[config.mk]
export PLATFORM = sky130hd
export DESIGN_NAME = instr_fetch_unit
export DESIGN_NICKNAME = d
export VERILOG_FILES = /design/src/rtl/instr_fetch_unit.sv
export SDC_FILE = /design/constraint.sdc
export NUM_CORES = 1
export LEC_CHECK = 0
export ABC_AREA = 1
export CAP_MARGIN = 25
export CORE_ASPECT_RATIO = 2
export CORE_UTILIZATION = 45
export CTS_CLUSTER_DIAMETER = 100
export DETAILED_ROUTE_END_ITERATION = 7
export GPL_ROUTABILITY_DRIVEN = 0
export GPL_TIMING_DRIVEN = 0
export PLACE_DENSITY = 0.66
export SLEW_MARGIN = 0
export SYNTH_ARGS = -nofsm -noshare
export SYNTH_HDL_FRONTEND = slang
export SYNTH_SLANG_ARGS = --single-unit
[constraint.sdc]
create_clock -name clk -period 4.2 [get_ports clk]
set_input_delay 0.42 -clock clk [delete_from_list [all_inputs] [get_ports clk]]
set_output_delay 0.42 -clock clk [all_outputs]
set_load 0.02 [all_outputs]
[src/rtl/instr_fetch_unit.sv]
// instr_fetch_unit: IF stage with PC generation, credit-limited pipelined imem
// requests, pc-tag FIFO, prefetch queue and redirect flush/drop handling.
// Optional feature macro: IFETCH_MISALIGN_TRAP_EN (trap on misaligned redirect
// targets instead of forcing them to word alignment).

module instr_fetch_unit #(
  parameter int unsigned     XLEN     = 32,
  parameter logic [XLEN-1:0] RESET_PC = '0,
  parameter int unsigned     QDEPTH   = 4,
  parameter int unsigned     CNT_W    = $clog2(QDEPTH) + 1
) (
  input  logic            clk,
  input  logic            reset,
  input  logic            redirect_valid,
  input  logic [XLEN-1:0] redirect_pc,
  output logic            imem_req_valid,
  input  logic            imem_req_ready,
  output logic [XLEN-1:0] imem_req_addr,
  input  logic            imem_rsp_valid,
  input  logic [XLEN-1:0] imem_rsp_data,
  output logic            if_valid,
  input  logic            if_ready,
  output logic [XLEN-1:0] if_pc,
  output logic [XLEN-1:0] if_instr,
  output logic            if_fault
);

  localparam int unsigned PTR_W = $clog2(QDEPTH);
  localparam int unsigned SUM_W = CNT_W + 1;

  logic [XLEN-1:0]  fetch_pc;
  logic [CNT_W-1:0] outstanding;
  logic [CNT_W-1:0] outstanding_next;
  logic [CNT_W-1:0] drop;
  logic [CNT_W-1:0] count;
  logic [PTR_W-1:0] tag_wr;
  logic [PTR_W-1:0] tag_rd;
  logic [PTR_W-1:0] q_head;
  logic [PTR_W-1:0] q_tail;
  logic [XLEN-1:0]  tag_mem [QDEPTH];
  logic [XLEN-1:0]  q_pc    [QDEPTH];
  logic [XLEN-1:0]  q_instr [QDEPTH];

  logic [XLEN-1:0]  redir_target;
  logic             redir_misalign;
  logic             halted;
  logic [SUM_W-1:0] credit_used;
  logic             req_fire;
  logic             rsp_drop;
  logic             push;
  logic             pop;

`ifdef IFETCH_MISALIGN_TRAP_EN
  logic q_fault [QDEPTH];

  assign redir_target   = redirect_pc;
  assign redir_misalign = (redirect_pc[1:0] != 2'b00);
  assign if_fault       = if_valid && q_fault[q_head];
`else
  logic unused_redirect_lsb;

  assign redir_target        = {redirect_pc[XLEN-1:2], 2'b00};
  assign redir_misalign      = 1'b0;
  assign halted              = 1'b0;
  assign if_fault            = 1'b0;
  assign unused_redirect_lsb = ^redirect_pc[1:0];
`endif

  // Issue control: every request reserves a queue slot until its entry is popped
  assign credit_used    = SUM_W'(count) + SUM_W'(outstanding);
  assign imem_req_valid = !reset && !redirect_valid && !halted &&
                          (credit_used < SUM_W'(QDEPTH));
  assign imem_req_addr  = fetch_pc;
  assign req_fire       = imem_req_valid && imem_req_ready;

  // Response and queue handshakes; a redirect discards the same-cycle response and pop
  assign rsp_drop         = (drop != '0);
  assign push             = imem_rsp_valid && !rsp_drop && !redirect_valid;
  assign pop              = if_valid && if_ready && !redirect_valid;
  assign outstanding_next = outstanding + CNT_W'(req_fire) - CNT_W'(imem_rsp_valid);

  // Head of the registered queue presented to ID
  assign if_valid = (count != '0);
  assign if_pc    = if_valid ? q_pc[q_head]    : '0;
  assign if_instr = if_valid ? q_instr[q_head] : '0;

  // Control state: PC, counters, pointers, redirect flush
  always_ff @(posedge clk or posedge reset) begin
    if (reset) begin
      fetch_pc    <= RESET_PC;
      outstanding <= '0;
      drop        <= '0;
      count       <= '0;
      tag_wr      <= '0;
      tag_rd      <= '0;
      q_head      <= '0;
      q_tail      <= '0;
`ifdef IFETCH_MISALIGN_TRAP_EN
      halted      <= 1'b0;
`endif
    end else begin
      outstanding <= outstanding_next;
      if (req_fire)       tag_wr <= tag_wr + PTR_W'(1);
      if (imem_rsp_valid) tag_rd <= tag_rd + PTR_W'(1);
      if (redirect_valid) begin
        fetch_pc <= redir_target;
        drop     <= outstanding_next;
        q_head   <= '0;
        if (redir_misalign) begin
          q_tail <= PTR_W'(1);
          count  <= CNT_W'(1);
        end else begin
          q_tail <= '0;
          count  <= '0;
        end
`ifdef IFETCH_MISALIGN_TRAP_EN
        halted <= redir_misalign;
`endif
      end else begin
        if (req_fire)                fetch_pc <= fetch_pc + XLEN'(4);
        if (imem_rsp_valid && rsp_drop) drop  <= drop - CNT_W'(1);
        if (push) q_tail <= q_tail + PTR_W'(1);
        if (pop)  q_head <= q_head + PTR_W'(1);
        if (push && !pop)      count <= count + CNT_W'(1);
        else if (!push && pop) count <= count - CNT_W'(1);
      end
    end
  end

  // Storage arrays: pc tags for in-flight requests and the prefetch queue payload
  always_ff @(posedge clk) begin
    if (req_fire) tag_mem[tag_wr] <= fetch_pc;
`ifdef IFETCH_MISALIGN_TRAP_EN
    if (redirect_valid && redir_misalign) begin
      q_pc[0]    <= redirect_pc;
      q_instr[0] <= '0;
      q_fault[0] <= 1'b1;
    end else if (push) begin
      q_pc[q_tail]    <= tag_mem[tag_rd];
      q_instr[q_tail] <= imem_rsp_data;
      q_fault[q_tail] <= 1'b0;
    end
`else
    if (push) begin
      q_pc[q_tail]    <= tag_mem[tag_rd];
      q_instr[q_tail] <= imem_rsp_data;
    end
`endif
  end

  // A response must always belong to an accepted request
  always_ff @(posedge clk) begin
    if (!reset) begin
      assert (!(imem_rsp_valid && outstanding == '0))
        else $error("imem response with no outstanding request");
    end
  end

endmodule

==> results of run 1 <==
[area by class of cell]
type	instances	area, µm²
diodes	1	2.50
plain buffers	82	403
clock buffers	47	1030
clock inverters	18	144
fillers	3172	16800
inverters	74	280
multi-input cells	970	4560
flip-flops and latches	415	12200
well taps	515	644
repair buffers	174	1900
[synthesized netlist by cell type]
library cell,n
edfxtp_1,368
nor2_1,355
o21ai_0,196
nand2_1,189
inv_1,68
a21oi_1,66
nand3_1,57
dfrtp_1,47
clkbuf_1,34
o22ai_1,30
buf_2,22
ha_1,15
buf_4,13
nand2_2,9
nor2_2,9
xor2_1,9
buf_1,8
xnor2_1,8
inv_2,5
nor2_4,5
o21ai_1,5
clkbuf_2,3
o21bai_1,3
buf_6,2
fa_1,2
nand2_4,2
conb_1,1
inv_4,1
o211ai_1,1
o21a_1,1
o21ai_2,1
o311ai_0,1
or2_2,1
[how the worst min path moves through the flow]
| stage | endpoint | depth (start not counted) |
|---|---|---|
| 2_1_floorplan | count[0] | 1 |
| 3_3_place_gp | count[0] | 1 |
| 3_5_place_dp | count[0] | 1 |
| 4_1_cts | drop[2] | 2 |
| 5_1_grt | drop[2] | 2 |
| 6_report | drop[2] | 2 |
[flip-flops by register name (all words and copies together) (netlist names)]
signal and cells:
q_instr 128, q_pc 120, tag_mem 120, imem_req_addr 30, count 3, drop 3, outstanding 3, q_head 2
q_tail 2, tag_rd 2, tag_wr 2
[logic make-up after synthesis]
family                   count (synthesis)
AND/OR/NAND/NOR                        627
flip-flops                             415
AO/OA/AOI/OAI                          304
buffers and inverters                  156
XOR/XNOR                                17
adder cells (fa/ha/maj)                 17
other                                    1
[per-layer routing]
layer,GRT usage,up-vias
met4,0.113,0
met2,0.432,345
met1,0.235,5751
li1,-,5731
met3,0.0217,101
met5,0,-
[report_power, final]
group | total, mW | internal (mW) | switching (mW)
registers | 5.29 | 5.05 | 0.240
logic | 4.17 | 1.49 | 2.68
clock network | 3.31 | 1.86 | 1.45
==> flow_summary.yaml, run 1 <==
critical_path:
  reg2reg_from: "outstanding[1]"
  required_ns: 3.78
  r2r-end: "drop[2]"
  cp-end-kind: "output port"
  regToRegSetupSlack_ns: 1.28
  crit_buf_inv: 5
  slowest_delay_ns: 0.67
  ff2ff_path_depth: 14
  endpoint: "if_pc[23]"
  cp-startpoint: "q_head[0]"
  crit_family: "buffers and inverters"
  crit_arrival_ns: 2.96
  critPathKind: "register to output port"
  worstSetupStartpointType: "register"
  cp_slowest_cell: "clkdlybuf4s50_1"
  cp_cell_sequence: "buf_6 -> inv_4 -> buf_4 -> clkbuf_1 -> o21ai_0 -> a21oi_1 -> clkdlybuf4s50_1"
  worstSetupPathDepth: 7
  worstPathMaxFanout: 10
layout:
  fin_area_um2: 21200
  final_util: 0.557
  mostFrequentLayoutCells: "edfxtp_1, nor2_1, o21ai_0"
  syn_to_final_growth_pct: 21.8
  finalNonFillerCells: 2296
  final_nets: 1841
  layout_commonest_cell: "edfxtp_1"
  drive_gt1_frac: 0.0837
sta:
  fmax_mhz: 296
  fin_crit_ns: 3.38
  worst_slack_ns: 0.822
  worst_pin_slew_ns: 0.933
  fin_tns_setup_ns: 0
  setup_viol: 0
  finalHoldViolCount: 0
  grt_setup_unrepaired: "no"
  slew-limit-headroom: 0.376
  whs_ns: 0.152
  fin_skew_ns: 0.0119
  period_share: 0.804
  slew_viol_final: 0
logic_synthesis:
  post-synth-top-area-cell: "edfxtp_1"
  synth_adder_area_share: 0.0131
  synth-simple-area-share: 0.145
  ys_ff_latch: 415
  yosys_warnings: 0
  syn_inst: 1537
  synth.area.top_cells: "edfxtp_1, nor2_1, dfrtp_1"
  synth_mux_area_frac: 0
  synth_xor_area_frac: 0.00856
  synth.distinct_cells: 33
  avgSynthCellArea_um2: 11.3
  synthesis.area_um2: 17400
  synth_top_area_share: 0.635
  ys_seq_area_frac: 0.703
  synth_top_family_by_area: "simple AND/OR/NAND/NOR gates"
  synth_compound_area_frac: 0.0908
drt:
  num_vias: 11928
  drcViolationCount: 0
  met1Wirelength_um: 15400
  vias_per_cell: 5.20
  dr.first_iter.drc_count: 824
  ant_nets: 0
  wire_per_inst_um: 18.7
  routed-wl-met3_um: 1480
  met2_length_um: 24200
  wirelength_um: 43000
  top_layer: "met4"
  dr.pass1.iters: 5
floorplanning:
  chipHeight_um: 280
  die_area_um2: 39500
  rows: 101
  initial_utilization: 0.457
  ios: 169
  core-area_um2: 38000
  fp.dieW_um: 141
global_routing:
  grt_pass1_vias: 12051
  antenna_found_initial: 1
  grt_pass1_wl_um: 66000
  grt_max_degree: 38
  grt_usage: 0.223
  grt_overflow_total: 0
clocking:
  numClockSinks: 415
  clk_path_buf_depth: 3
  htreeDepth: 2
  clk_latency_ns: 0.54
  hold_buffers: 0
  cts_tree: "built"
  ctsResizeCount: 0
  cts-root-buf: "clkbuf_16"
  post_cts_buffers: 0
  numCtsBuffers: 37
  clkTransAtPathRegs_ns: 0.07
hold_path:
  hold_path_class: "input pin to asynchronous set/reset pin"
power:
  irDropWorstVdd_uv: 320
  power_leakage_nw: 7.56
  power_mw: 12.8
  powerDensity_nw_per_um2: 603
placement:
  dpl_cell_area_um2: 20000
  dp_hpwl_um: 29700
  post-place-ws_ns: 0.804
  io_buffers: 161
  placedCellCount: 2230
run_status:
  status: "finished, final reports clean"
flow_run:
  max-cap-violations: 0
(Power assumes the default switching activity.)
==> inputs of run 2 (changes only) <==
Settings changed: PLACE_DENSITY 0.66 to 0.63.
Clock period 4.2 ns to 3.2 ns, I/O delays scaled along.
==> flow_summary.yaml, run 2 (synthesis results as in run 1) <==
run_status:
  status: "finished, final reports clean"
drt:
  routed-wl-met3_um: 1360
  num_vias: 11909
  dr.first_iter.drc_count: 721
  dr.pass1.iters: 5
  drcViolationCount: 0
  wirelength_um: 43200
  met2_length_um: 23800
  wire_per_inst_um: 18.8
  top_layer: "met4"
  vias_per_cell: 5.18
  met1Wirelength_um: 15800
  ant_nets: 0
clocking:
  cts-root-buf: "clkbuf_16"
  cts_tree: "built"
  clk_latency_ns: 0.54
  htreeDepth: 2
  numClockSinks: 415
  clkTransAtPathRegs_ns: 0.07
  clk_path_buf_depth: 3
  numCtsBuffers: 36
  hold_buffers: 0
sta:
  slew_viol_final: 0
  finalHoldViolCount: 0
  period_share: 0.971
  fin_crit_ns: 3.11
  grt_setup_unrepaired: "no"
  fin_skew_ns: 0.0144
  worst_pin_slew_ns: 0.819
  fmax_mhz: 322
  setup_viol: 0
  slew-limit-headroom: 0.454
floorplanning:
  chipHeight_um: 280
  rows: 101
  ios: 169
  initial_utilization: 0.457
  fp.dieW_um: 141
  die_area_um2: 39500
  core-area_um2: 38000
critical_path:
  crit_arrival_ns: 2.79
  cp-startpoint: "q_head[0]"
  regToRegSetupSlack_ns: 0.28
  critPathKind: "register to output port"
  slowest_delay_ns: 0.67
  cp_cell_sequence: "buf_6 -> inv_4 -> buf_1 -> o21ai_0 -> a21oi_1 -> clkdlybuf4s50_1"
  cp_slowest_cell: "clkdlybuf4s50_1"
  cp-end-kind: "output port"
  worstSetupStartpointType: "register"
  reg2reg_from: "outstanding[1]"
  required_ns: 2.88
  worstPathMaxFanout: 10
layout:
  largest_register_ff_count: 128
  final_nets: 1844
  mostFrequentLayoutCells: "edfxtp_1, nor2_1, o21ai_0"
  top_register: "q_instr"
  drive_gt1_frac: 0.0936
  reg_top3: "q_instr x128, q_pc x120, tag_mem x120"
  layout_commonest_cell: "edfxtp_1"
  fin_area_um2: 21300
  num_antenna_cells: 0
  syn_to_final_growth_pct: 22.4
  num-fill-cells: 3189
power:
  power_mw: 17.0
  irDropWorstVdd_uv: 472
  power_leakage_nw: 7.61
  powerDensity_nw_per_um2: 799
global_routing:
  grt_pass1_wl_um: 66500
  grt_usage: 0.225
  grt_max_degree: 29
  grt_overflow_total: 0
  antenna_found_initial: 0
  grt_pass1_vias: 12272
placement:
  dp_hpwl_um: 29600
  dpl_cell_area_um2: 20000
  io_buffers: 161
flow_run:
  max-cap-violations: 0
hold_path:
  hold_path_class: "input pin to asynchronous set/reset pin"
[run 2: changes by cell type in the layout (fill, tap and decap cells not counted), moves of 3 or more]
cell        previous run  this run
buf_4                 13        16
clkbuf_1              40        25
clkinv_2               6         3
clkinvlp_4             1         4
clkinv_1               5         8
buf_16                 4         1
buf_12                 9        12
bufinv_16              2         6
clkbuf_2               3        14
[run 2: final cells by class]
| class | instances | area (µm²) | share of cell area |
|---|---|---|---|
| clock buffers | 40 | 947 | 0.0445 |
| flip-flops and latches | 415 | 12200 | 0.574 |
| well taps | 515 | 644 | 0.0303 |
| repair buffers | 177 | 1900 | 0.0893 |
| multi-input cells | 970 | 4570 | 0.215 |
| clock inverters | 25 | 292 | 0.0137 |
| inverters | 74 | 284 | 0.0133 |
| plain buffers | 82 | 419 | 0.0197 |
| repair inverters | 1 | 5.00 | 0.000235 |
[run 2: path summary, 6_finish.rpt]
kind                                     end  cells past startpoint
min reg2reg                         count[0]                      1
min in group clk           imem_req_addr[10]                      3
max                                if_pc[10]                      6
max reg2reg                          drop[2]                     14
min                         imem_req_addr[6]                      2
max in group asynchronous           count[1]                      2
[run 2: metal layers]
layer / track usage / up-vias
li1: - / 5735
met1: 0.234 / 5749
met2: 0.434 / 322
met3: 0.0215 / 103
met4: 0.126 / 0
met5: 0 / -
[run 2: stage by stage]
step	util	worst slack, ns	hold WS, ns	TNS, ns	std cells
after global routing	0.560	0.000240	0.270	0	2299
after detailed placement	0.526	-0.608	0.495	-6.50	2230
after global placement	0.517	-3.87	0.493	-1066.20	2217
after CTS	0.559	0.00513	0.183	0	2296
final	0.560	0.0935	0.242	0	2299
after floorplan	-	-0.972	0.348	-241.07	1541
[run 2: where the power goes]
part | switching [mW] | internal, mW
clock | 1.93 | 2.64
combinational | 3.51 | 1.97
sequential | 0.322 | 6.63
total | 5.76 | 11.2
[run 2: timing repair]
item	CTS	global route
setup buffers	0	3
gates cloned	1	0
gates resized for setup	10	7
endpoints found under the setup margin	21	6
[run 2: worst max-delay path, delay by kind of cell (launching register included)]
family	cells	cell delay, ns
DFF	1	0.38
AOI/OAI and AO/OA	2	0.50
buffers and inverters	4	1.36
==> inputs of run 3 (changes only) <==
Settings changed: CORE_ASPECT_RATIO 2 to 0.5.
==> flow_summary.yaml, run 3 (synthesis results as in run 1) <==
layout:
  layout_commonest_cell: "edfxtp_1"
  final_nets: 1849
  syn_to_final_growth_pct: 22.4
  final_util: 0.564
  drive_gt1_frac: 0.0910
  fin_area_um2: 21300
  reg_top3: "q_instr x128, q_pc x120, tag_mem x120"
  mostFrequentLayoutCells: "edfxtp_1, nor2_1, o21ai_0"
  top_register: "q_instr"
  largest_register_ff_count: 128
hold_path:
  hold_path_class: "input pin to asynchronous set/reset pin"
drt:
  drcViolationCount: 0
  vias_per_cell: 5.10
  wirelength_um: 41800
  wire_per_inst_um: 18.1
  met1Wirelength_um: 18800
  routed-wl-met3_um: 2290
  ant_nets: 0
  met2_length_um: 20000
  top_layer: "met4"
  dr.first_iter.drc_count: 985
  dr.pass1.iters: 6
  num_vias: 11797
clocking:
  cts-root-buf: "clkbuf_16"
  clk_latency_ns: 0.53
  htreeDepth: 2
  numCtsBuffers: 40
  clk_path_buf_depth: 3
  numClockSinks: 415
  cts_tree: "built"
  clkTransAtPathRegs_ns: 0.06
power:
  p_clk_frac: 0.264
  power_mw: 17.0
  power.switching_mw: 5.83
  seq_power_share: 0.411
  switching_share: 0.344
  power.internal_mw: 11.1
  irDropWorstVdd_uv: 395
  power_leakage_nw: 7.60
  powerDensity_nw_per_um2: 796
  power_frac_comb: 0.325
floorplanning:
  core-area_um2: 37700
  ios: 169
  chipHeight_um: 141
  fp.dieW_um: 280
  die_area_um2: 39500
  rows: 50
  initial_utilization: 0.461
critical_path:
  required_ns: 2.88
  cp-end-kind: "output port"
  worstPathMaxFanout: 10
  critPathKind: "register to output port"
  crit_arrival_ns: 2.72
  worstSetupStartpointType: "register"
  ff2ff_path_depth: 14
sta:
  period_share: 0.951
  grt_setup_unrepaired: "yes"
  finalHoldViolCount: 0
  setup_viol: 0
  fin_skew_ns: 0.0113
  fin_tns_setup_ns: 0
  fin_crit_ns: 3.04
  slew-limit-headroom: 0.380
  slew_viol_final: 0
  worst_pin_slew_ns: 0.928
  fmax_mhz: 329
flow_run:
  max-cap-violations: 0
run_status:
  status: "finished, final reports clean"
global_routing:
  grt_usage: 0.211
  grt_max_degree: 31
  antenna_found_initial: 1
  grt_pass1_vias: 11044
  grt_pass1_wl_um: 63200
  grt_overflow_total: 0
placement:
  dp_hpwl_um: 27500
  dpl_cell_area_um2: 20000
  io_buffers: 161
run 3: power groups by stage:
stage	Sequential (mW)	Clock, mW	Combinational, mW
after global placement	7.10	0	5.40
after detailed placement	7.08	0	5.53
after global routing	7.02	4.76	5.99
after CTS	6.97	4.53	5.55
after floorplan	7.05	0	3.05
final	6.97	4.47	5.51
run 3: area by class of cell:
| class | instances | area (µm²) |
|---|---|---|
| inverters | 74 | 284 |
| clock buffers | 54 | 1110 |
| clock inverters | 17 | 118 |
| repair buffers | 178 | 1920 |
| well taps | 520 | 651 |
| diodes | 1 | 2.50 |
| fillers | 3139 | 16400 |
| multi-input cells | 970 | 4560 |
| flip-flops and latches | 415 | 12200 |
| repair inverters | 1 | 5.00 |
| plain buffers | 82 | 409 |
run 3: stage by stage:
step                hold slack, ns  setup slack, ns  cells
global route                 0.288          -0.0124   2312
finish                       0.288            0.157   2312
CTS                          0.230           0.0448   2306
floorplan                    0.348           -0.972   1541
global placement             0.502            -3.79   2222
detailed placement           0.504           -0.555   2234
run 3: worst paths after layout:
path / start / slack, ns / to
min: reset / 0.29 / outstanding[2]
max: q_head[1] / 0.16 / if_pc[4]
max reg2reg: outstanding[1] / 0.30 / drop[2]
max in group asynchronous: reset / 2.58 / imem_req_addr[19]
min in group clk: redirect_pc[12] / 0.38 / imem_req_addr[12]
min reg2reg: count[0] / 0.50 / count[0]
run 3: critical path, stage by stage (launching register included):
cell	delay, ns
dfrtp_1	0.31
buf_2	0.23
inv_2	0.16
clkbuf_1	0.31
nor2_1	0.17
o21ai_0	0.11
a21oi_1	0.24
clkdlybuf4s50_1	0.65
run 3: repair_timing:
item,in CTS,in global routing
gates resized for setup,4,3
cloned,1,0
hold buffers,0,0
setup buffers,0,5
endpoints found under the setup margin,21,7
run 3: metal layers:
layer	track usage	up-vias
met5	0	-
met4	0.0549	0
met3	0.0290	52
met2	0.345	336
met1	0.298	5663
li1	-	5746
